--- src/rtl/rr_arbiter_n.sv ---
// rr_arbiter_n: N-channel round-robin arbiter with exclusive grant ownership.
// A requester keeps the grant until it raises its eot bit or drops its request;
// on release the next requester after the previous owner (rotating order) gets
// the grant on the same edge, so handoffs have no idle cycle.
// Optional feature macro: RRA_HOLD_TIMEOUT_EN. When defined, a hold counter
// forcibly reclaims a grant after MAX_HOLD cycles and pulses `timeout`.
// When undefined, `timeout` is tied low and grants are held indefinitely.
module rr_arbiter_n #(
    parameter int NCH      = 4,
    parameter int MAX_HOLD = 16
) (
    input  logic                   clk,
    input  logic                   rst,
    input  logic [NCH-1:0]         req,
    input  logic [NCH-1:0]         eot,
    output logic [NCH-1:0]         gnt,
    output logic [$clog2(NCH)-1:0] gnt_idx,
    output logic                   busy,
    output logic                   timeout
);
    localparam int IW = $clog2(NCH);

    typedef enum logic {
        ST_IDLE,
        ST_GRANT
    } state_t;

    state_t         state_reg;
    logic [NCH-1:0] gnt_reg;
    logic [IW-1:0]  gnt_idx_reg;
    logic [IW-1:0]  last_reg;
    logic           busy_reg;

    logic [NCH-1:0] own_onehot;
    logic [NCH-1:0] own_mask;
    logic [NCH-1:0] cand_req;
    logic [NCH-1:0] rot_req;
    logic [NCH-1:0] win_onehot;
    logic [IW-1:0]  rot_pos;
    logic [IW:0]    win_sum;
    logic [IW-1:0]  win_idx;
    logic           win_found;
    logic           owner_req;
    logic           owner_eot;
    logic           force_rel;
    logic           release_now;

    // One-hot decodes of the current owner and of the arbitration winner.
    for (genvar gi = 0; gi < NCH; gi++) begin : g_dec
        assign own_onehot[gi] = (gnt_idx_reg == IW'(gi));
        assign win_onehot[gi] = (win_idx == IW'(gi));
    end

    // Only the owner's request/eot bits matter while a grant is held.
    assign owner_req = |(req & own_onehot);
    assign owner_eot = |(eot & own_onehot);

    // The owner competes only when nobody else asks, so mask it out of the search.
    assign own_mask = (state_reg == ST_GRANT) ? own_onehot : '0;
    assign cand_req = req & ~own_mask;

    // Rotate so bit 0 is channel last+1; a doubled vector gives the wrap for free.
    assign rot_req = NCH'({cand_req, cand_req} >> (int'(last_reg) + 1));

    // Lowest set bit of the rotated vector is the first requester in rotation order.
    always_comb begin
        win_found = |rot_req;
        rot_pos   = '0;
        for (int j = NCH - 1; j >= 0; j--) begin
            if (rot_req[j]) begin
                rot_pos = IW'(j);
            end
        end
    end

    // Map the rotated position back to an absolute channel index (modulo NCH).
    assign win_sum = {1'b0, last_reg} + (IW+1)'(1) + {1'b0, rot_pos};
    assign win_idx = (win_sum >= (IW+1)'(NCH)) ? IW'(win_sum - (IW+1)'(NCH))
                                               : win_sum[IW-1:0];

    assign release_now = owner_eot | ~owner_req | force_rel;

`ifdef RRA_HOLD_TIMEOUT_EN
    localparam int HW = $clog2(MAX_HOLD + 1);

    logic [HW-1:0] hold_cnt_reg;
    logic          timeout_reg;

    // Reaching MAX_HOLD-1 at an edge means the owner has held MAX_HOLD cycles.
    assign force_rel = (state_reg == ST_GRANT) && (hold_cnt_reg == HW'(MAX_HOLD - 1));

    // Hold counter restarts on every (re)grant; timeout flags a purely forced release.
    always_ff @(posedge clk or posedge rst) begin
        if (rst) begin
            hold_cnt_reg <= '0;
            timeout_reg  <= 1'b0;
        end else begin
            timeout_reg <= force_rel & owner_req & ~owner_eot;
            if (state_reg != ST_GRANT || release_now) begin
                hold_cnt_reg <= '0;
            end else begin
                hold_cnt_reg <= hold_cnt_reg + HW'(1);
            end
        end
    end

    assign timeout = timeout_reg;
`else
    assign force_rel = 1'b0;
    assign timeout   = 1'b0;

    // MAX_HOLD only shapes the timeout path; out-of-range values show up as this scope.
    if (MAX_HOLD < 1 || MAX_HOLD > 65535) begin : g_max_hold_out_of_range
    end
`endif

    // Grant FSM: acquire from idle, hand off / re-grant / go idle on release.
    always_ff @(posedge clk or posedge rst) begin
        if (rst) begin
            state_reg   <= ST_IDLE;
            gnt_reg     <= '0;
            gnt_idx_reg <= '0;
            last_reg    <= IW'(NCH - 1);
            busy_reg    <= 1'b0;
        end else begin
            case (state_reg)
                ST_IDLE: begin
                    if (win_found) begin
                        state_reg   <= ST_GRANT;
                        gnt_reg     <= win_onehot;
                        gnt_idx_reg <= win_idx;
                        last_reg    <= win_idx;
                        busy_reg    <= 1'b1;
                    end
                end
                ST_GRANT: begin
                    if (release_now) begin
                        if (win_found) begin
                            gnt_reg     <= win_onehot;
                            gnt_idx_reg <= win_idx;
                            last_reg    <= win_idx;
                        end else if (!owner_req) begin
                            state_reg <= ST_IDLE;
                            gnt_reg   <= '0;
                            busy_reg  <= 1'b0;
                        end
                        // Otherwise the owner is re-granted: outputs stay as they are.
                    end
                end
                default: state_reg <= ST_IDLE;
            endcase
        end
    end

    assign gnt     = gnt_reg;
    assign gnt_idx = gnt_idx_reg;
    assign busy    = busy_reg;
endmodule

--- config.mk ---
export PLATFORM = sky130hd
export DESIGN_NAME = rr_arbiter_n
export DESIGN_NICKNAME = d
export VERILOG_FILES = /design/src/rtl/rr_arbiter_n.sv
export SDC_FILE = /design/constraint.sdc
export NUM_CORES = 1
export LEC_CHECK = 0
export CORE_MARGIN = 3
export CORE_UTILIZATION = 52
export CTS_CLUSTER_SIZE = 10
export DETAILED_ROUTE_END_ITERATION = 10
export PLACE_DENSITY = 0.91
export SETUP_SLACK_MARGIN = 0.05
export SYNTH_ARGS = -nofsm -noshare
export SYNTH_HDL_FRONTEND = slang
export SYNTH_SLANG_ARGS = --single-unit
--- constraint.sdc ---
create_clock -name clk -period 3.5 [get_ports clk]
set_input_delay 0.7 -clock clk [delete_from_list [all_inputs] [get_ports clk]]
set_output_delay 0.7 -clock clk [all_outputs]
set_load 0.02 [all_outputs]
==> Word level (Yosys, flattened, before mapping) <==
Cells that the tools add are included.
{ "totals": {"n_memories": 0, "input_bits": 10, "latch_bits": 0, "mem_bits_ro": 0, "regBits": 10, "mem_bits_rw": 0, "output_inout_bits": 8, "word_cells": 63} }
{ "op_classes": {"bitwise": 7, "mux": 27, "n_reduce_logical": 7, "n_mul": 0, "n_addsub": 4, "div_mod_pow": 0, "eq_ne": 11, "n_lt_le_gt_ge": 1, "n_shift": 1} }
{ "ops": {"columns": ["operator", "count"], "rows": [
  ["two-way mux 4 bit", 5],
  ["two-way mux 2 bit", 9],
  ["bitwise AND 4 bit", 3],
  ["OR reduction 4 bit", 3],
  ["equality test 2 bit (second input constant)", 4],
  ["two-way mux 1 bit", 8],
  ["case mux 2 bit (2 select lines)", 2],
  ["case mux 4 bit (2 select lines)", 1],
  [">> shifter 8 x 3 -> 4 bit", 1],
  ["adder 2 x 1 -> 3 bit (second input constant)", 2],
  ["!= test 2 bit (second input constant)", 3],
  ["equality test 2 x 1 -> 1 bit (second input constant)", 2],
  ["zero test 2 bit", 2],
  ["inverter 4 bit", 1],
  ["case mux 1 bit (2 select lines)", 2],
  ["AND reduction 4 bit", 1],
  ["adder 3 x 2 -> 3 bit", 1],
  [">= comparator 3 bit (second input constant)", 1],
  ["!= test 3 bit (second input constant)", 1],
  ["AND reduction 3 bit", 1],
  ["!= test 2 x 1 -> 1 bit (second input constant)", 1],
  ["inverter 1 bit", 2],
  ["subtractor 2 x 1 -> 2 bit (second input constant)", 1],
  ["OR 1 bit", 1]
]} }

==> Depth between registers and ports, before layout <==
Gate-level depths: netlist of the first run.
{ "logic_depth": {"depth_word": 16, "depth_mapped": 11, "depth_no_buf": 10} }

==> Worst setup path before layout of the first run <==
Ideal clock, no wire load.
{ "synth_path": {"path_kind": "reg-to-reg", "startpoint": "reg gnt_idx_reg[0], in the netlist gnt_idx[0]", "endpoint": "reg gnt_idx_reg[1], in the netlist gnt_idx[1]", "t_arrival_ns": 2.101, "slack_ns": 1.275, "n_path_buf": 1, "period_less_slack_ns": 2.225, "stages_incl_launch_ff": 11, "setup_time_ns": 0.125, "required_time_ns": 3.375, "path_cell_list": "dfrtp_1 > buf_6 > and3_4 > o32ai_4 > nand2_1 > a21oi_1 > nor2_1 > a21oi_1 > ha_1 > xnor2_4 > mux2_2"} }
{ "synth_via": {"elab_chain_cells": 15, "elab_cells_between_ends": 27, "classes_between": "add/sub (2); order compare (1); eq/ne (4); shift (1); mux (9); bitwise (6); reduce/logical (4)"} }
{ "synth_rtl": {"columns": ["element", "line_no", "rtl"], "rows": [
  ["start: declaration", "30", "logic [IW-1:0] gnt_idx_reg;"],
  ["start signal: assignment", "131", "gnt_idx_reg <= win_idx;"],
  ["start signal: assignment", "140", "gnt_idx_reg <= win_idx;"],
  ["equality test 2 x 1 -> 1 bit, or another cell as far along", "50", "assign own_onehot[gi] = (gnt_idx_reg == IW'(gi));"],
  ["two-way mux 4 bit", "59", "assign own_mask = (state_reg == ST_GRANT) ? own_onehot : '0;"],
  ["inverter 4 bit", "60", "assign cand_req = req & ~own_mask;"],
  ["bitwise AND 4 bit", "60", null],
  [">> shifter 8 x 3 -> 4 bit", "63", "assign rot_req = NCH'({cand_req, cand_req} >> (int'(last_reg) + 1));"],
  ["two-way mux 2 bit (4 in series)", "70", "if (rot_req[j]) begin"],
  ["adder 3 x 2 -> 3 bit", "77", "assign win_sum = {1'b0, last_reg} + (IW+1)'(1) + {1'b0, rot_pos};"],
  [">= comparator 3 bit / subtractor 2 x 1 -> 2 bit (equally long branches)", "78", "assign win_idx = (win_sum >= (IW+1)'(NCH)) ? IW'(win_sum - (IW+1)'(NCH))"],
  ["two-way mux 2 bit", "78", null],
  ["two-way mux 2 bit", "128, 138", null],
  ["two-way mux 2 bit", "137", "if (release_now) begin"],
  ["case mux 2 bit (2 select lines)", "126", "case (state_reg)"]
]} }
Several ways; a longest one is shown, not always the timed one. The select of a mux whose other input is x is not followed.
A chain may end at the register's enable or synchronous reset.

==> Worst setup path in the final report of the first run <==
{ "layout_path": {"startpoint": "in req[3]", "endpoint": "reg gnt_idx_reg[1], in the netlist gnt_idx[1]"} }
{ "layout_via": {"elab_chain_cells": 12, "elab_cells_between_ends": 19, "classes_between": "add/sub (2); order compare (1); eq/ne (1); shift (1); mux (8); bitwise (4); reduce/logical (2)"} }
{ "layout_rtl": {"columns": ["element", "line_no", "rtl"], "rows": [
  ["start: declaration", "14", "input logic [NCH-1:0] req,"],
  ["bitwise AND 4 bit", "60", null],
  [">> shifter 8 x 3 -> 4 bit", "63", null],
  ["two-way mux 2 bit (4 in series)", "70", null],
  ["adder 3 x 2 -> 3 bit", "77", null],
  [">= comparator 3 bit / subtractor 2 x 1 -> 2 bit (equally long branches)", "78", null],
  ["two-way mux 2 bit", "78", null],
  ["two-way mux 2 bit", "128, 138", null],
  ["two-way mux 2 bit", "137", null],
  ["case mux 2 bit (2 select lines)", "126", null]
]} }
Several ways; a longest one is shown, not always the timed one. The select of a mux whose other input is x is not followed.

==> results of run 1 <==
-- worst reg2reg max path, cell delays in order (launching register included) --
cell and delay (ns):
dfrtp_1 0.51, and3_4 0.25, o32ai_4 0.29, nand2_1 0.10, a21oi_1 0.20, nor2_1 0.07
a21oi_1 0.18, ha_1 0.29, xnor2_4 0.12, mux2_2 0.27
-- worst min path at each step --
stage	start	endpoint	slack [ns]	cells after the start
final	gnt[1]	gnt[1]	0.49	2
after global placement	gnt[1]	gnt[1]	0.47	2
after floorplan	rst	busy	0.54	1
after CTS	gnt[1]	gnt[1]	0.49	2
after global routing	gnt[2]	gnt[2]	0.54	1
after detailed placement	gnt[1]	gnt[1]	0.48	2
-- cell usage in the layout, fill, tap and decap left out, types with 2 or more instances in the layout --
master / Yosys / layout
clkdlybuf4s50_1: 0 / 16
dfrtp_1: 8 / 8
inv_1: 7 / 7
nand2_1: 6 / 6
nor2_1: 6 / 6
a21oi_1: 5 / 5
clkbuf_4: 0 / 3
nand3b_1: 2 / 2
mux2i_1: 2 / 2
mux4_2: 2 / 2
nand2b_1: 2 / 2
mux2_2: 2 / 2
a22o_1: 2 / 2
o31ai_1: 2 / 2
ha_1: 2 / 2
dfstp_2: 2 / 2
-- through the flow --
stage                     std cells  cell area, um2  hold slack [ns]  worst slack (ns)
after floorplan                  72           779.5           0.5387             1.275
after global placement           98           913.4           0.4694            0.6798
after detailed placement         98           913.4           0.4766            0.5212
after CTS                       102           939.7           0.4906            0.8246
after global routing            102           939.7           0.5425            0.6607
final                           102           939.7           0.4868            0.7923
-- logic make-up (layout without fill, tap and decap cells) --
family / Yosys count / in the layout / share of synthesized area
adder cells (fa/ha/maj): 3 / 3 / 0.04975
multiplexers: 6 / 6 / 0.1124
other: 1 / 1 / 0.004811
AND/OR/NAND/NOR: 23 / 23 / 0.1894
buffers and inverters: 12 / 27 / 0.09149
AO/OA/AOI/OAI: 15 / 15 / 0.1814
flip-flops: 10 / 10 / 0.3242
XOR/XNOR: 2 / 2 / 0.04656
-- routing by layer --
metal | vias to the layer above | wire, um
li1 | 279 | -
met3 | 4 | 113
met5 | - | 0
met1 | 289 | 642
met2 | 23 | 794
met4 | 0 | 25
-- final cells by class --
cell class / count / area share
Sequential cell: 10 / 0.2690
Multi-Input combinational cell: 50 / 0.4847
Inverter: 7 / 0.02796
Tap cell: 15 / 0.01997
Timing Repair Buffer: 16 / 0.1704
Clock buffer: 4 / 0.02796
==> results.json, run 1 <==
{
  "status": "finished clean",
  "drtAntennaViolNets": 0,
  "synth_top_area_share": 0.2568,
  "ys_top_cells_by_area": "dfrtp_1 (26%), dfstp_2 (6.7%), mux4_2 (5.8%)",
  "r2r_slack_ns": 1.09,
  "synth_edf_count": 0,
  "cts_sinks": 10,
  "ys.flop_type": "dfrtp_1",
  "cts-buffers-inserted": 3,
  "io_pins": 18,
  "antenna_found_initial": 0,
  "drc_errors": 0,
  "grt_usage": 0.1866,
  "cp.required_ns": 3.65,
  "grt_max_degree": 11,
  "cp_max_fo": 6,
  "wirelength_um": 1575,
  "cts_resized": 0,
  "clkTransAtPathRegs_ns": 0.06,
  "die_area_um2": 1999,
  "fillers": 97,
  "syn-cell-area_um2": 779.5,
  "grt.busiest_layer": "met2",
  "timing.rr.start": "gnt_idx[0]",
  "syn2layout_area_growth_pct": 20.55,
  "yosys_warnings": 0,
  "fin_worst_skew_ns": 0.006206,
  "dpl.hpwl_um": 1214,
  "rows": 13,
  "grt-ovfl-total": 0,
  "cp_top_family": "compound AO/OA/AOI/OAI gates",
  "fin_setup_tns_ns": 0,
  "r2r_end": "gnt_idx[1]",
  "synthTopCellsByCount": "dfrtp_1 (8), inv_1 (7), nand2_1 (6), nor2_1 (6), a21oi_1 (5)",
  "cp_cell_sequence": "clkdlybuf4s50_1, inv_1, o32ai_4, nand2_1, a21oi_1, nor2_1, a21oi_1, ha_1, xnor2_4, mux2_2",
  "post-route-util": 0.6960,
  "setup_viol": 0,
  "hold_class": "reg -> reg",
  "drive_gt1_frac": 0.2299,
  "synth.distinct_cells": 33,
  "avgSynthCellArea_um2": 10.83,
  "max_freq_ghz": 0.3693,
  "crit_path_end": "gnt_idx[1]",
  "cts_max_level": 1,
  "numPortBuffers": 16,
  "finalNetCount": 100,
  "multi_input_area_um2": 455.4,
  "synth_largest_area_cell": "dfrtp_1",
  "reg2reg_depth": 9,
  "use_met2": 0.3095,
  "rsz0062_at_grt": "false",
  "synth_seq_cells": 10,
  "die_height_um": 44.72,
  "clock_path_buffers": 2,
  "finalMaxSlewViolations": 0,
  "crit_start": "req[3]",
  "fin_crit_sh": 0.7736,
  "clockRootBuffer": "clkbuf_4",
  "regArea_um2": 252.7,
  "drtIter0Drc": 18,
  "slowest_delay_ns": 0.50,
  "synth_nets": 84,
  "start_util": 0.5774,
  "post_drt_wl_per_cell_um": 15.44,
  "cap_violations": 0,
  "vias": 595,
  "synth.most_common_cell": "dfrtp_1",
  "hold_viol_final": 0,
  "via_per_inst": 5.833,
  "antennaDiodeCount": 0,
  "crit_top_cell": "a21oi_1",
  "slowest_stage": "clkdlybuf4s50_1",
  "grt_pass1_vias": 597,
  "post_cts_buffers": 0,
  "ctsHoldBuffers": 0,
  "postSynthCellCount": 72,
  "firstDrtPassIters": 4,
  "gp_congestion": 0.7907,
  "min_period_ns": 2.708,
  "critical_path_depth": 10,
  "grt_pass1_wl_um": 2594,
  "startpoint_type": "primary input",
  "die_x_um": 44.72,
  "cts_tree": "done",
  "async_reset_ff_frac": 1.000,
  "coreArea_um2": 1350,
  "ys_seq_area_frac": 0.3242,
  "worstPathBufferInverterCount": 2,
  "met3_usage": 0.05976,
  "use_met1": 0.2157,
  "crit_type": "in -> reg",
  "critPathCaptureType": "register",
  "critPathArrivalTime_ns": 2.86,
  "largest_reg_flops": 4,
  "clock_latency_ns": 0.26
}
Power of run 1 is left out: the tool's default activity adds up to more than one toggle a clock period on the data nets, which glitch-free logic cannot reach.
==> run 2: changes to the inputs <==
--- a/config.mk
+++ b/config.mk
@@ -6,10 +6,10 @@
 export NUM_CORES = 1
 export LEC_CHECK = 0
 export CORE_MARGIN = 3
-export CORE_UTILIZATION = 52
+export CORE_UTILIZATION = 48
 export CTS_CLUSTER_SIZE = 10
 export DETAILED_ROUTE_END_ITERATION = 10
-export PLACE_DENSITY = 0.91
+export PLACE_DENSITY = 0.85
 export SETUP_SLACK_MARGIN = 0.05
 export SYNTH_ARGS = -nofsm -noshare
 export SYNTH_HDL_FRONTEND = slang
==> constraint.sdc (replaced) <==
create_clock -name clk -period 2.6 [get_ports clk]
set_input_delay 0.52 -clock clk [delete_from_list [all_inputs] [get_ports clk]]
set_output_delay 0.52 -clock clk [all_outputs]
set_load 0.02 [all_outputs]
==> run 2 against run 1 <==
  * Cell area is 3.3% higher
  * Register-to-register slack worse by 0.77 ns
  * Non-clock buffer count is 2 higher
  * Final cell count is 2.0% higher
==> results.json, run 2 (synthesis gave the netlist of run 1 again) <==
{
  "hold_class": "reg -> reg",
  "die_height_um": 46.30,
  "slowest_stage": "clkdlybuf4s50_1",
  "io_pins": 18,
  "power_density_nw_per_um2": 1712,
  "numPortBuffers": 16,
  "cts-buffers-inserted": 3,
  "cp_top_family": "compound AO/OA/AOI/OAI gates",
  "layout_commonest_cell": "clkdlybuf4s50_1",
  "p_sw_uw": 718.2,
  "critPathCaptureType": "register",
  "fin_setup_tns_ns": 0,
  "fin_crit_sh": 0.9169,
  "crit_type": "in -> reg",
  "cts_max_level": 1,
  "slowest_delay_ns": 0.51,
  "grt_usage": 0.1731,
  "rsz0062_at_grt": "false",
  "cts_tree": "done",
  "hold-worst-slack_ns": 0.4917,
  "die_x_um": 46.30,
  "final_cell_mix": "clkdlybuf4s50_1 (16), dfrtp_1 (8), inv_1 (7)",
  "fin_worst_skew_ns": 0.004737,
  "max_freq_ghz": 0.4195,
  "finalNetCount": 102,
  "firstDrtPassIters": 4,
  "drtAntennaViolNets": 0,
  "die_area_um2": 2144,
  "coreArea_um2": 1415,
  "ir_drop_mv": 1.011,
  "drive_gt1_frac": 0.2809,
  "drtIter0Drc": 4,
  "grt_pass1_vias": 565,
  "finalMaxSlewViolations": 0,
  "finalPower_uw": 1662,
  "cp_max_fo": 6,
  "leakage_uw": 0.0004199,
  "p_int_uw": 943.5,
  "via_per_inst": 5.548,
  "start_util": 0.5508,
  "vias": 577,
  "clock_latency_ns": 0.27,
  "grt-ovfl-total": 0,
  "setup_viol": 0,
  "clockRootBuffer": "clkbuf_4",
  "antennaDiodeCount": 0,
  "rows": 13,
  "final_cells": 104,
  "min_period_ns": 2.384,
  "status": "finished clean",
  "fillers": 102,
  "clock_path_buffers": 2,
  "gp_congestion": 0.7659,
  "final_area_um2": 970.9,
  "syn2layout_area_growth_pct": 24.56,
  "grt_pass1_wl_um": 2566,
  "hold_viol_final": 0,
  "cp.required_ns": 2.76,
  "combPwrFrac": 0.691,
  "grt_max_degree": 11,
  "power_frac_clock": 0.086,
  "seqPwrFrac": 0.223,
  "cap_violations": 0,
  "antenna_found_initial": 0,
  "clkTransAtPathRegs_ns": 0.07,
  "drc_errors": 0,
  "worstPathBufferInverterCount": 2,
  "placedCellCount": 100,
  "netSwitchingFraction": 0.4322,
  "place_area_um2": 928.4,
  "cts_sinks": 10,
  "startpoint_type": "primary input",
  "largest_reg_flops": 4,
  "cp_cell_sequence": "clkdlybuf4s50_1, inv_1, o32ai_4, nand2_1, a21oi_1, nor2_1, a21oi_2, ha_2, xnor2_4, mux2_2",
  "critPathArrivalTime_ns": 2.54,
  "post_drt_wl_per_cell_um": 15.01,
  "wirelength_um": 1561,
  "dpl.hpwl_um": 1207
}
run 2: changes by cell type in the layout (fill, tap and decap cells not counted):
cell	delta
a21oi_1	-1
a21oi_2	+1
buf_4	+2
clkbuf_1	-1
clkbuf_8	+1
ha_1	-1
ha_2	+1
run 2: final cells by class:
class,instances,area (um2),area share
Tap cell,15,18.77,0.01933
Timing Repair Buffer,18,175.2,0.1804
Sequential cell,10,252.7,0.2603
Clock buffer,4,36.28,0.03737
Multi-Input combinational cell,50,461.7,0.4755
Inverter,7,26.28,0.02706
run 2: power groups by stage:
stage | logic [uW] | registers (uW) | clock network [uW]
2_1_floorplan | 932 | 347 | 0
3_3_place_gp | 1100 | 368 | 0
3_5_place_dp | 1140 | 372 | 0
4_1_cts | 1140 | 369 | 147
5_1_grt | 1260 | 385 | 154
6_report | 1150 | 370 | 143
run 2: worst register-to-register path, stage by stage (launching register included):
cell and delay (ns):
dfstp_2 0.62, xnor2_1 0.14, a31o_2 0.29, nor2_1 0.17, a21oi_1 0.07, nor2_1 0.16
a21oi_2 0.07, ha_2 0.33, inv_1 0.04, nor2_1 0.19, a22o_1 0.16
run 2: metal layers:
metal | GRT usage | vias to the layer above | wire length (um)
met4 | 0.07386 | 0 | 21
met2 | 0.2665 | 15 | 798
met1 | 0.2110 | 275 | 660
met3 | 0.07031 | 4 | 81
met5 | 0 | - | 0
li1 | - | 283 | -
run 2: path summary, 6_finish.rpt:
kind                              from     endpoint  slack, ns  cells past startpoint
max reg2reg                last_reg[0]       gnt[2]       0.32                     10
min                             gnt[0]       gnt[0]       0.49                      2
max                             req[3]   gnt_idx[1]       0.22                     10
max in group asynchronous          rst  last_reg[0]       1.76                      2
min in group asynchronous          rst       gnt[0]       0.53                      2
min reg2reg                     gnt[0]       gnt[0]       0.49                      2
run 2: repair_timing:
action / in CTS / in global routing
setup endpoints to repair: 0 / 4
setup buffers: 0 / 0
gates resized for setup: 0 / 2
hold buffers: 0 / 0
run 2: through the flow:
stage,util,setup slack (ns)
floorplan,-,0.3748
global placement,0.6561,-0.02022
detailed placement,0.6561,-0.1420
CTS,0.6817,0.1484
global route,0.6861,0.07786
finish,0.6861,0.2160
(Power assumes the default switching activity.)
==> run 3: changes to the inputs <==
--- a/config.mk
+++ b/config.mk
@@ -11,6 +11,7 @@
 export DETAILED_ROUTE_END_ITERATION = 10
 export PLACE_DENSITY = 0.85
 export SETUP_SLACK_MARGIN = 0.05
+export SLEW_MARGIN = 25
 export SYNTH_ARGS = -nofsm -noshare
 export SYNTH_HDL_FRONTEND = slang
 export SYNTH_SLANG_ARGS = --single-unit
==> results of run 3 <==
Same layout as run 2: the final DEF is identical, and so are final timing and power.
==> RTL change, RTL diff (config.mk and constraints of run 2) <==
The parameter `NCH` goes from 4 to 8.
--- a/src/rtl/rr_arbiter_n.sv
+++ b/src/rtl/rr_arbiter_n.sv
@@ -6,7 +6,7 @@
 // forcibly reclaims a grant after MAX_HOLD cycles and pulses `timeout`.
 // When undefined, `timeout` is tied low and grants are held indefinitely.
 module rr_arbiter_n #(
-    parameter int NCH      = 4,
+    parameter int NCH      = 8,
     parameter int MAX_HOLD = 16
 ) (
     input  logic                   clk,
Interface: changed (resized eot, gnt, gnt_idx and req); port bits go from 18 to 31. No check against the original RTL was run, so the function may have changed too.
==> RTL change against run 2 <==
- the run now ends with setup timing left
- setup slack worse by 1400 ps
- register-to-register slack worse by 1500 ps
- count of clock-buffer cells in the layout unchanged
- sequential cell count is 6 higher
- cell area increased to 3.0 times the old value
- synthesized area increased by 100%
- wire length rose to 5.8 times the old value
Power is not shown: default switching activity piles up to over one toggle a cycle in this logic, so the estimate is an artifact.
==> RTL change: results <==
export IMPL_finClkSkew_ps=2.66
export IMPL_finalWirelength_um=9010
export IMPL_first_pass_iters=6
export IMPL_status="complete, but fails checks"
export IMPL_ys_seq_area_frac=0.259
export IMPL_fin_cells=323
export IMPL_synthTopCellsByCount="nand2_1, dfrtp_1, a21oi_1, nor2_1, o221ai_1"
export IMPL_synth_top_cells_by_area="dfrtp_1, o221ai_1, nand2_1, dfstp_2, o221ai_2"
export IMPL_synth_xor_area_share=0.0208
export IMPL_grtUsageTotal=0.337
export IMPL_hold_start="gnt[7]"
export IMPL_min_to="gnt[7]"
export IMPL_post_synth_num_cell_types=62
export IMPL_grt_max_degree=17
export IMPL_r2r_start="last_reg[1]"
export IMPL_synth_warnings=0
export IMPL_grt_pass1_vias=2182
export IMPL_synth_top_family_by_area="compound AO/OA/AOI/OAI gates"
export IMPL_yosys_area_share_adder=0.0296
export IMPL_gp_congestion=0.954
export IMPL_violations="setup timing"
export IMPL_vias=2286
export IMPL_clk_latency_ps=310
export IMPL_final_nets=300
export IMPL_muxShareOfSynthArea=0.0464
export IMPL_netlist_instances=169
export IMPL_worst_path_max_fanout=5
export IMPL_largest_register_ffs=8
export IMPL_port_buffers=29
export IMPL_grt_pass1_wl_um=10600
export IMPL_drt_iter0_drc=280
export IMPL_timing_rr_end="gnt[5]"
export IMPL_synth_nets=189
export IMPL_place_area_um2=2210
export IMPL_setup_viol=15
export IMPL_hold_path_depth=2
export IMPL_reg2regPathDepth=12
export IMPL_worst_slack_ps=-1200
export IMPL_post_place_cells=278
export IMPL_clkSlewWorstSetupHoldPaths_ps=100
## RTL change: cell types whose count changed after synthesis, sizes merged, moves of 3 or more
cell / before / now
nor2: 6 / 10
a21oi: 5 / 11
o221ai: 0 / 14
mux2i: 2 / 5
dfrtp: 8 / 13
nand2: 6 / 23
or2b: 1 / 4
and2: 1 / 5
and4bb: 0 / 3
buf: 5 / 12
o21ai: 0 / 8
and4b: 0 / 3
nand2b: 2 / 7
a22oi: 0 / 4
## RTL change: per-layer routing
metal / GRT usage / vias to the layer above / share of wire / routed length [um]
met3: 0.0749 / 109 / 0.11 / 1020
met4: 0.229 / 0 / 0.10 / 939
met2: 0.607 / 239 / 0.47 / 4200
met5: 0 / - / 0 / 0
li1: - / 865 / - / -
met1: 0.343 / 1073 / 0.32 / 2850
## RTL change: how the worst max path moves through the flow
stage / start / end / slack (ps) / cells past startpoint
global route: last_reg[1] / gnt[5] / -1200 / 12
floorplan: gnt_idx[1] / gnt[3] / -590 / 11
global placement: req[7] / gnt[3] / -1050 / 12
CTS: last_reg[1] / gnt[3] / -610 / 12
detailed placement: req[7] / gnt[3] / -1190 / 12
finish: last_reg[1] / gnt[5] / -1200 / 12
## RTL change: through the flow
stage,setup TNS (ps),hold slack (ps),utilization
final,-12790,554,0.941
after global routing,-12760,566,0.941
after CTS,-5590,500,0.821
after detailed placement,-12720,478,0.717
after global placement,-11250,473,0.717
after floorplan,-4700,431,-
## RTL change: worst max-delay path: stages (launching register included)
cell and delay [ps]:
dfstp_2 620, buf_6 150, buf_4 110, nand2b_1 170, o221ai_2 150, and2_4 170, buf_4 140, o32ai_1 590
a21oi_2 110, ha_4 200, fa_2 630, or4b_4 510, o21ai_2 170
## RTL change: final cells by class
| class | instances | area [um^2] |
|---|---|---|
| Tap cell | 44 | 55.1 |
| Multi-Input combinational cell | 134 | 1320 |
| Fill cell | 83 | 183 |
| Inverter | 7 | 26.3 |
| Timing Repair Buffer | 118 | 1050 |
| Sequential cell | 16 | 409 |
| Clock buffer | 4 | 36.3 |
## RTL change: kinds of logic (layout without fill, tap and decap cells)
logic type               Yosys count  count (layout)
other                              1               1
flip-flops                        16              16
multiplexers                       6               6
adder cells (fa/ha/maj)            3               3
AO/OA/AOI/OAI                     54              54
buffers and inverters             19             129
AND/OR/NAND/NOR                   68              68
XOR/XNOR                           2               2
## RTL change: what timing repair did
item                                    CTS  global route
endpoints found under the setup margin   14            15
pin swaps                                19            31
buffers inserted                         22            22
gates cloned                              0             1
endpoints found under the hold margin     0             0
resized for setup                        40            56
